`config.mk`:
```
export PLATFORM = sky130hd
export DESIGN_NAME = flit_source_flat
export DESIGN_NICKNAME = d
export VERILOG_FILES = /design/src/rtl/flit_source_if.sv /design/src/rtl/flit_source.sv /design/src/flat_wrapper.sv
export SDC_FILE = /design/constraint.sdc
export NUM_CORES = 1
export LEC_CHECK = 0
export ABC_AREA = 1
export ABC_CLOCK_PERIOD_IN_PS = 6000
export CAP_MARGIN = 25
export CORE_UTILIZATION = 60
export CTS_CLUSTER_DIAMETER = 200
export DETAILED_ROUTE_END_ITERATION = 10
export DONT_BUFFER_PORTS = 1
export GPL_ROUTABILITY_DRIVEN = 0
export PLACE_DENSITY = 0.76
export SKIP_CTS_REPAIR_TIMING = 1
export SLEW_MARGIN = 20
export SYNTH_ARGS = -nofsm -noshare
export SYNTH_HDL_FRONTEND = slang
export SYNTH_SLANG_ARGS = --single-unit
export TNS_END_PERCENT = 30
```
`constraint.sdc`:
```
create_clock -name clk -period 6 [get_ports clk]
set_clock_uncertainty 0.1 [all_clocks]
set_input_delay 0.3 -clock clk [delete_from_list [all_inputs] [get_ports clk]]
set_output_delay 0.3 -clock clk [all_outputs]
set_load 0.01 [all_outputs]
```
`src/rtl/flit_source_if.sv`:
```
// Injection-port bundle for flit_source: packet request handshake,
// outgoing channel word and incoming credit returns.
interface flit_source_if #(
    parameter int vc_w    = 3,
    parameter int len_w   = 3,
    parameter int route_w = 14,
    parameter int fdw     = 64
);
    logic                   pkt_req_valid;
    logic                   pkt_req_ready;
    logic [vc_w-1:0]        pkt_req_vc;
    logic [len_w-1:0]       pkt_req_length;
    logic [route_w-1:0]     pkt_req_route_info;
    // {link_active, valid, vc, head, tail, data}
    logic [vc_w+fdw+3:0]    channel;
    // {credit_valid, credit_vc}
    logic [vc_w:0]          flow_ctrl;

    modport master (
        output pkt_req_valid, pkt_req_vc, pkt_req_length, pkt_req_route_info, flow_ctrl,
        input  pkt_req_ready, channel
    );

    modport slave (
        input  pkt_req_valid, pkt_req_vc, pkt_req_length, pkt_req_route_info, flow_ctrl,
        output pkt_req_ready, channel
    );
endinterface

```
`src/rtl/flit_source.sv`:
```
// Credit-based packet injector: serialises one packet request at a time into
// head/body/tail flits, gated by a per-VC downstream credit counter.
//
//  state | meaning
//  IDLE  | ready for a packet request; channel link inactive
//  SEND  | emitting flits of the latched packet, stalling while its VC has no credit
module flit_source #(
    parameter int num_vcs                = 8,
    parameter int buffer_size            = 64,
    parameter int max_packet_length      = 8,
    parameter int route_info_width       = 14,
    parameter int flit_data_width        = 64,
    parameter int packet_count_reg_width = 32,
    parameter int num_dimensions         = 2,
    parameter int num_routers            = 16,
    localparam int vc_idx_width      = $clog2(num_vcs),
    localparam int len_width         = $clog2(max_packet_length),
    // dims * clog2(croot(routers, dims)) == dims * ceil(clog2(routers) / dims)
    localparam int router_addr_width = num_dimensions *
                   (($clog2(num_routers) + num_dimensions - 1) / num_dimensions)
) (
    input  logic                              clk,
    input  logic                              reset,
    input  logic [router_addr_width-1:0]      router_address_i,
    flit_source_if.slave                      bus,
    output logic [packet_count_reg_width-1:0] pkt_count_o,
    output logic                              error_o
);

    typedef enum logic {IDLE = 1'b0, SEND = 1'b1} state_t;

    localparam int credits_per_vc = buffer_size / num_vcs;
    localparam int cred_w         = $clog2(credits_per_vc + 1);
    localparam int pad_w          = flit_data_width - route_info_width - 8
                                    - packet_count_reg_width - router_addr_width;
    localparam logic [cred_w-1:0]       cred_max  = cred_w'(credits_per_vc);
    localparam logic [vc_idx_width:0]   num_vcs_c = (vc_idx_width + 1)'(num_vcs);

    state_t                              state_q, state_d;
    logic [vc_idx_width-1:0]             vc_q, vc_d;
    logic [len_width-1:0]                len_q, len_d;
    logic [len_width-1:0]                idx_q, idx_d;
    logic [route_info_width-1:0]         route_q, route_d;
    logic [packet_count_reg_width-1:0]   seq_q, seq_d;
    logic [packet_count_reg_width-1:0]   pkt_count_q, pkt_count_d;
    logic                                error_q, error_d;
    logic [cred_w-1:0]                   credit_q [num_vcs];
    logic [cred_w-1:0]                   credit_d [num_vcs];

    logic                                link_q, link_d;
    logic                                valid_q, valid_d;
    logic [vc_idx_width-1:0]             cvc_q, cvc_d;
    logic                                head_q, head_d;
    logic                                tail_q, tail_d;
    logic [flit_data_width-1:0]          data_q, data_d;

    logic                                ready;
    logic                                send_ok;
    logic [cred_w:0]                     sum;
    logic                                fc_valid;
    logic [vc_idx_width-1:0]             fc_vc;

    assign fc_valid = bus.flow_ctrl[vc_idx_width];
    assign fc_vc    = bus.flow_ctrl[vc_idx_width-1:0];

    always_comb begin
        state_d     = state_q;
        vc_d        = vc_q;
        len_d       = len_q;
        idx_d       = idx_q;
        route_d     = route_q;
        seq_d       = seq_q;
        pkt_count_d = pkt_count_q;
        error_d     = error_q;
        credit_d    = credit_q;
        link_d      = 1'b0;
        valid_d     = 1'b0;
        head_d      = 1'b0;
        tail_d      = 1'b0;
        cvc_d       = cvc_q;
        data_d      = data_q;
        ready       = 1'b0;
        send_ok     = 1'b0;
        sum         = '0;

        case (state_q)
            IDLE: begin
                ready = 1'b1;
                if (bus.pkt_req_valid) begin
                    vc_d    = bus.pkt_req_vc;
                    len_d   = bus.pkt_req_length;
                    route_d = bus.pkt_req_route_info;
                    idx_d   = '0;
                    seq_d   = pkt_count_q;
                    if ({1'b0, bus.pkt_req_vc} < num_vcs_c) begin
                        state_d = SEND;
                    end else begin
                        error_d = 1'b1;
                    end
                end
            end
            SEND: begin
                link_d = 1'b1;
                if (credit_q[vc_q] != '0) begin
                    send_ok = 1'b1;
                    valid_d = 1'b1;
                    head_d  = (idx_q == '0);
                    tail_d  = (idx_q == len_q);
                    cvc_d   = vc_q;
                    data_d  = {route_q, 8'(idx_q), {pad_w{1'b0}}, seq_q, router_address_i};
                    idx_d   = idx_q + 1'b1;
                    if (idx_q == len_q) begin
                        state_d     = IDLE;
                        pkt_count_d = pkt_count_q + 1'b1;
                    end
                end
            end
            default: state_d = IDLE;
        endcase

        // a send and a return on the same VC cancel; overflow saturates and flags
        for (int v = 0; v < num_vcs; v++) begin
            sum = {1'b0, credit_q[v]};
            if (fc_valid && fc_vc == vc_idx_width'(v)) begin
                sum = sum + 1'b1;
            end
            if (send_ok && vc_q == vc_idx_width'(v)) begin
                sum = sum - 1'b1;
            end
            if (sum > {1'b0, cred_max}) begin
                credit_d[v] = cred_max;
                error_d     = 1'b1;
            end else begin
                credit_d[v] = sum[cred_w-1:0];
            end
        end
        if (fc_valid && {1'b0, fc_vc} >= num_vcs_c) begin
            error_d = 1'b1;
        end
    end

    always_ff @(posedge clk) begin
        if (reset) begin
            state_q     <= IDLE;
            vc_q        <= '0;
            len_q       <= '0;
            idx_q       <= '0;
            route_q     <= '0;
            seq_q       <= '0;
            pkt_count_q <= '0;
            error_q     <= 1'b0;
            for (int v = 0; v < num_vcs; v++) begin
                credit_q[v] <= cred_max;
            end
            link_q      <= 1'b0;
            valid_q     <= 1'b0;
            cvc_q       <= '0;
            head_q      <= 1'b0;
            tail_q      <= 1'b0;
            data_q      <= '0;
        end else begin
            state_q     <= state_d;
            vc_q        <= vc_d;
            len_q       <= len_d;
            idx_q       <= idx_d;
            route_q     <= route_d;
            seq_q       <= seq_d;
            pkt_count_q <= pkt_count_d;
            error_q     <= error_d;
            credit_q    <= credit_d;
            link_q      <= link_d;
            valid_q     <= valid_d;
            cvc_q       <= cvc_d;
            head_q      <= head_d;
            tail_q      <= tail_d;
            data_q      <= data_d;
        end
    end

    assign bus.pkt_req_ready = ready;
    assign bus.channel       = {link_q, valid_q, cvc_q, head_q, tail_q, data_q};
    assign pkt_count_o       = pkt_count_q;
    assign error_o           = error_q;

endmodule
```
`src/flat_wrapper.sv`:
```
// flat-port wrapper written by rule: the top's interface ports become plain ports
module flit_source_flat 
#(
    parameter int num_vcs                = 8,
    parameter int buffer_size            = 64,
    parameter int max_packet_length      = 8,
    parameter int route_info_width       = 14,
    parameter int flit_data_width        = 64,
    parameter int packet_count_reg_width = 32,
    parameter int num_dimensions         = 2,
    parameter int num_routers            = 16,
    localparam int vc_idx_width      = $clog2(num_vcs),
    localparam int len_width         = $clog2(max_packet_length),
                                                                               
    localparam int router_addr_width = num_dimensions *
                   (($clog2(num_routers) + num_dimensions - 1) / num_dimensions)
)
  (clk, reset, router_address_i, pkt_count_o, error_o, bus_pkt_req_valid, bus_pkt_req_vc, bus_pkt_req_length, bus_pkt_req_route_info, bus_flow_ctrl, bus_pkt_req_ready, bus_channel);
  flit_source_if bus_i ();
  input  logic clk;
  input  logic reset;
  input  logic [router_addr_width-1:0] router_address_i;
  output logic [packet_count_reg_width-1:0] pkt_count_o;
  output logic error_o;
  input wire logic [$bits(bus_i.pkt_req_valid)-1:0] bus_pkt_req_valid;
  input wire logic [$bits(bus_i.pkt_req_vc)-1:0] bus_pkt_req_vc;
  input wire logic [$bits(bus_i.pkt_req_length)-1:0] bus_pkt_req_length;
  input wire logic [$bits(bus_i.pkt_req_route_info)-1:0] bus_pkt_req_route_info;
  input wire logic [$bits(bus_i.flow_ctrl)-1:0] bus_flow_ctrl;
  output wire logic [$bits(bus_i.pkt_req_ready)-1:0] bus_pkt_req_ready;
  output wire logic [$bits(bus_i.channel)-1:0] bus_channel;
  assign bus_i.pkt_req_valid = bus_pkt_req_valid;
  assign bus_i.pkt_req_vc = bus_pkt_req_vc;
  assign bus_i.pkt_req_length = bus_pkt_req_length;
  assign bus_i.pkt_req_route_info = bus_pkt_req_route_info;
  assign bus_i.flow_ctrl = bus_flow_ctrl;
  assign bus_pkt_req_ready = bus_i.pkt_req_ready;
  assign bus_channel = bus_i.channel;
  flit_source #(.num_vcs(num_vcs), .buffer_size(buffer_size), .max_packet_length(max_packet_length), .route_info_width(route_info_width), .flit_data_width(flit_data_width), .packet_count_reg_width(packet_count_reg_width), .num_dimensions(num_dimensions), .num_routers(num_routers)) u_core (.clk(clk), .reset(reset), .router_address_i(router_address_i), .bus(bus_i), .pkt_count_o(pkt_count_o), .error_o(error_o));
endmodule
```
==> flow_metrics.py <==
metrics = {
    "critical_path": {
        "setup.worst_path.start": "u_core.vc_q[2]",
        "regToRegSetupSlack_ns": 1.99,
        "crit_arrival_ns": 4.21,
        "cp_slowest_cell": "clkinv_2",
        "r2r-start": "u_core.vc_q[2]",
        "reg2regPathDepth": 14,
        "cp_num_cells": 14,
        "crit_end": "u_core.pkt_count_o[15]",
        "cp_max_fo": 62,
        "crit_chain": "inv_1 > o21ai_0 > nor2_1 > nand3_2 > nand2_4 > clkinv_2 > nand2_2 > nor2_2 > nand2_1 > nor2_2 > inv_1 > nor2_1 > o21ai_0 > a21oi_1",
        "critPathLaunchType": "flop",
        "cpPeakStageDelay_ns": 0.88,
        "endpoint_kind": "flop",
        "reg2reg_to": "u_core.pkt_count_o[15]",
        "crit_family": "simple AND/OR/NAND/NOR gates",
        "criticalPathCategory": "reg -> reg",
        "path_buf_inv": 3,
        "required_ns": 6.20,
    },
    "detailed_routing": {
        "num_vias": 7771,
        "wl_met3_um": 1220,
        "wl_met1_um": 8660,
        "top_layer_used": "met4",
        "wl_met2_um": 9880,
        "wl_um": 20200,
        "final_antenna_net_count": 0,
        "route.detailed.vias_per_inst": 5.37,
        "drt_first_pass_iters": 7,
        "drc": 0,
        "wl_per_cell_um": 13.9,
        "dr.first_iter.drc_count": 510,
    },
    "power": {
        "power.leakage_uw": 0.00414,
        "cellPowerDensity_nw_per_um2": 307,
        "peakVddDrop_uv": 195,
    },
    "placement": {
        "dp_hpwl_um": 13900,
        "portBuffers": 0,
    },
    "clock_network": {
        "clock_path_buffers": 2,
        "cts_tree": "done",
        "clk_latency_ns": 0.43,
        "clkSlewWorstSetupHoldPaths_ns": 0.07,
        "cts_sinks": 181,
        "cts_max_level": 4,
        "cts_buffers": 17,
        "cts-root-buf": "clkbuf_16",
    },
    "cells_and_area": {
        "final_common_cell": "nor2_1",
        "antenna_cells": 0,
        "drive_gt1_frac": 0.0552,
        "fillers": 1220,
        "area_growth_pct": 9.81,
        "fin_nets": 1306,
        "layout_common_cells": "nor2_1 (263), nand2_1 (225), dfxtp_1 (181), o21ai_0 (132), inv_1 (117)",
    },
    "floorplan": {
        "die-area_um2": 15000,
        "top_level_ports": 136,
        "design.core.area_um2": 14000,
        "die_w_um": 123,
        "start_util": 0.622,
        "rows": 43,
        "die_h_um": 123,
    },
    "grt": {
        "grt_overflow_total": 0,
        "grt_pass1_wl_um": 32000,
        "first_global_vias": 6865,
        "antenna_found_initial": 0,
        "grt_max_degree": 84,
        "grt_usage": 0.269,
    },
    "logic_synthesis": {
        "ys_ff_latch": 181,
        "synth.avg_cell_area_um2": 6.94,
        "syn_inst": 1257,
        "synthesis.area_um2": 8730,
        "yosysWarnings": 0,
        "synth.distinct_cells": 40,
        "yosysSeqAreaShare": 0.415,
    },
    "run_status": {
        "violations": "hold timing",
        "status": "finished, violations left",
    },
    "timing": {
        "worst_slew_pin_slew_ns": 0.914,
        "fin_crit_sh": 0.668,
        "fmax_mhz": 249,
        "setup_tns_ns": 0,
        "drv_slew": 0,
        "hold_viol_final": 3,
        "worst_hold_slack_ns": -0.0126,
        "maxSlewHeadroom": 0.390,
        "rsz0062_at_grt": "no",
        "setup_viol": 0,
        "period_needed_ns": 4.01,
    },
    "run": {
        "drv_cap": 0,
    },
    "hold_path": {
        "hold_path.class": "in -> reg",
    },
}
[layout make-up]
| cell class | instances | area [µm²] | area share |
|---|---|---|---|
| multi-input cells | 906 | 4390 | 0.458 |
| flip-flops and latches | 181 | 3620 | 0.378 |
| clock buffers | 21 | 480 | 0.0501 |
| inverters | 125 | 473 | 0.0493 |
| repair buffers | 25 | 275 | 0.0287 |
| well taps | 180 | 225 | 0.0235 |
| clock inverters | 10 | 113 | 0.0117 |
[worst reg2reg max path, stage by stage (launching register included)]
cell      delay [ns]
dfxtp_1         0.36
inv_1           0.18
o21ai_0         0.11
nor2_1          0.13
nand3_2         0.31
nand2_4         0.58
clkinv_2        0.89
nand2_2         0.56
nor2_2          0.11
nand2_1         0.13
nor2_2          0.07
inv_1           0.10
nor2_1          0.06
o21ai_0         0.14
a21oi_1         0.06
[Yosys cell counts, drive strengths merged]
master | number | share of area
nor2 | 271 | 0.12
nand2 | 229 | 0.10
dfxtp | 181 | 0.42
o21ai | 135 | 0.077
inv | 123 | 0.053
a21oi | 59 | 0.034
nand3 | 53 | 0.033
clkbuf | 35 | 0.015
nand4 | 26 | 0.019
xor2 | 26 | 0.026
buf | 20 | 0.017
ha | 19 | 0.027
nor3 | 19 | 0.011
xnor2 | 16 | 0.016
or2 | 14 | 0.010
nor4 | 8 | 0.0057
mux2i | 4 | 0.0046
o21a | 3 | 0.0026
a211oi | 2 | 0.0017
clkinv | 2 | 0.0010
nand3b | 2 | 0.0017
nor3b | 2 | 0.0017
o211ai | 2 | 0.0017
a21o | 1 | 0.00086
a221oi | 1 | 0.0010
a31oi | 1 | 0.00072
a32o | 1 | 0.0011
conb | 1 | 0.00043
nor4b | 1 | 0.0010
[logic make-up (layout without fill, tap and decap cells)]
kind of cell,after synthesis,after routing,share of synthesized area
AO/OA/AOI/OAI,205,205,0.121
XOR/XNOR,42,42,0.0421
adder cells (fa/ha/maj),19,19,0.0272
buffers and inverters,180,181,0.0857
flip-flops,181,181,0.415
multiplexers,4,4,0.00459
other,1,11,0.000430
AND/OR/NAND/NOR,625,625,0.304
[flip-flops by register name, indices dropped and copies added (netlist names)]
register            flops
u_core.len_q            3
u_core.cvc_q            3
u_core.seq_q           32
u_core.data_q          53
u_core.vc_q             3
u_core.pkt_count_o     32
u_core.head_q           1
u_core.error_o          1
u_core.idx_q            3
u_core.state_q          1
u_core.tail_q           1
u_core.route_q         14
u_core.credit_q        32
u_core.valid_q          1
u_core.link_q           1
[power breakdown]
| part | internal (µW) | switching (µW) |
|---|---|---|
| Clock | 626 | 490 |
| Combinational | 146 | 277 |
| Sequential | 1300 | 98.3 |
[layer usage]
| metal | vias up | track usage |
|---|---|---|
| li1 | 4013 | - |
| met1 | 3532 | 0.318 |
| met2 | 190 | 0.456 |
| met3 | 36 | 0.0748 |
| met4 | 0 | 0.114 |
| met5 | - | 0 |
[how the worst min path moves through the flow]
stage | cells past startpoint | slack [ns] | start | endpoint
final | 3 | -0.01 | reset | u_core.credit_q[16]
after global routing | 3 | 0.002 | reset | u_core.credit_q[16]
after CTS | 1 | -0.17 | reset | u_core.idx_q[0]
after detailed placement | 1 | 0.28 | reset | u_core.idx_q[0]
after global placement | 1 | 0.28 | reset | u_core.pkt_count_o[26]
after floorplan | 1 | 0.30 | reset | u_core.tail_q
[stage by stage]
step | area, µm² | setup slack [ns] | utilization | instances | power, µW
floorplan | 8770 | 3.65 | - | 1267 | 1750
global placement | 8720 | 2.09 | 0.621 | 1393 | 1820
detailed placement | 8720 | 2.01 | 0.621 | 1393 | 1830
finish | 9580 | 1.99 | 0.683 | 1448 | 2940
global route | 9580 | 1.57 | 0.683 | 1448 | 3080
CTS | 9320 | 1.97 | 0.663 | 1424 | 2930
Power figures use the tool's default switching activity.
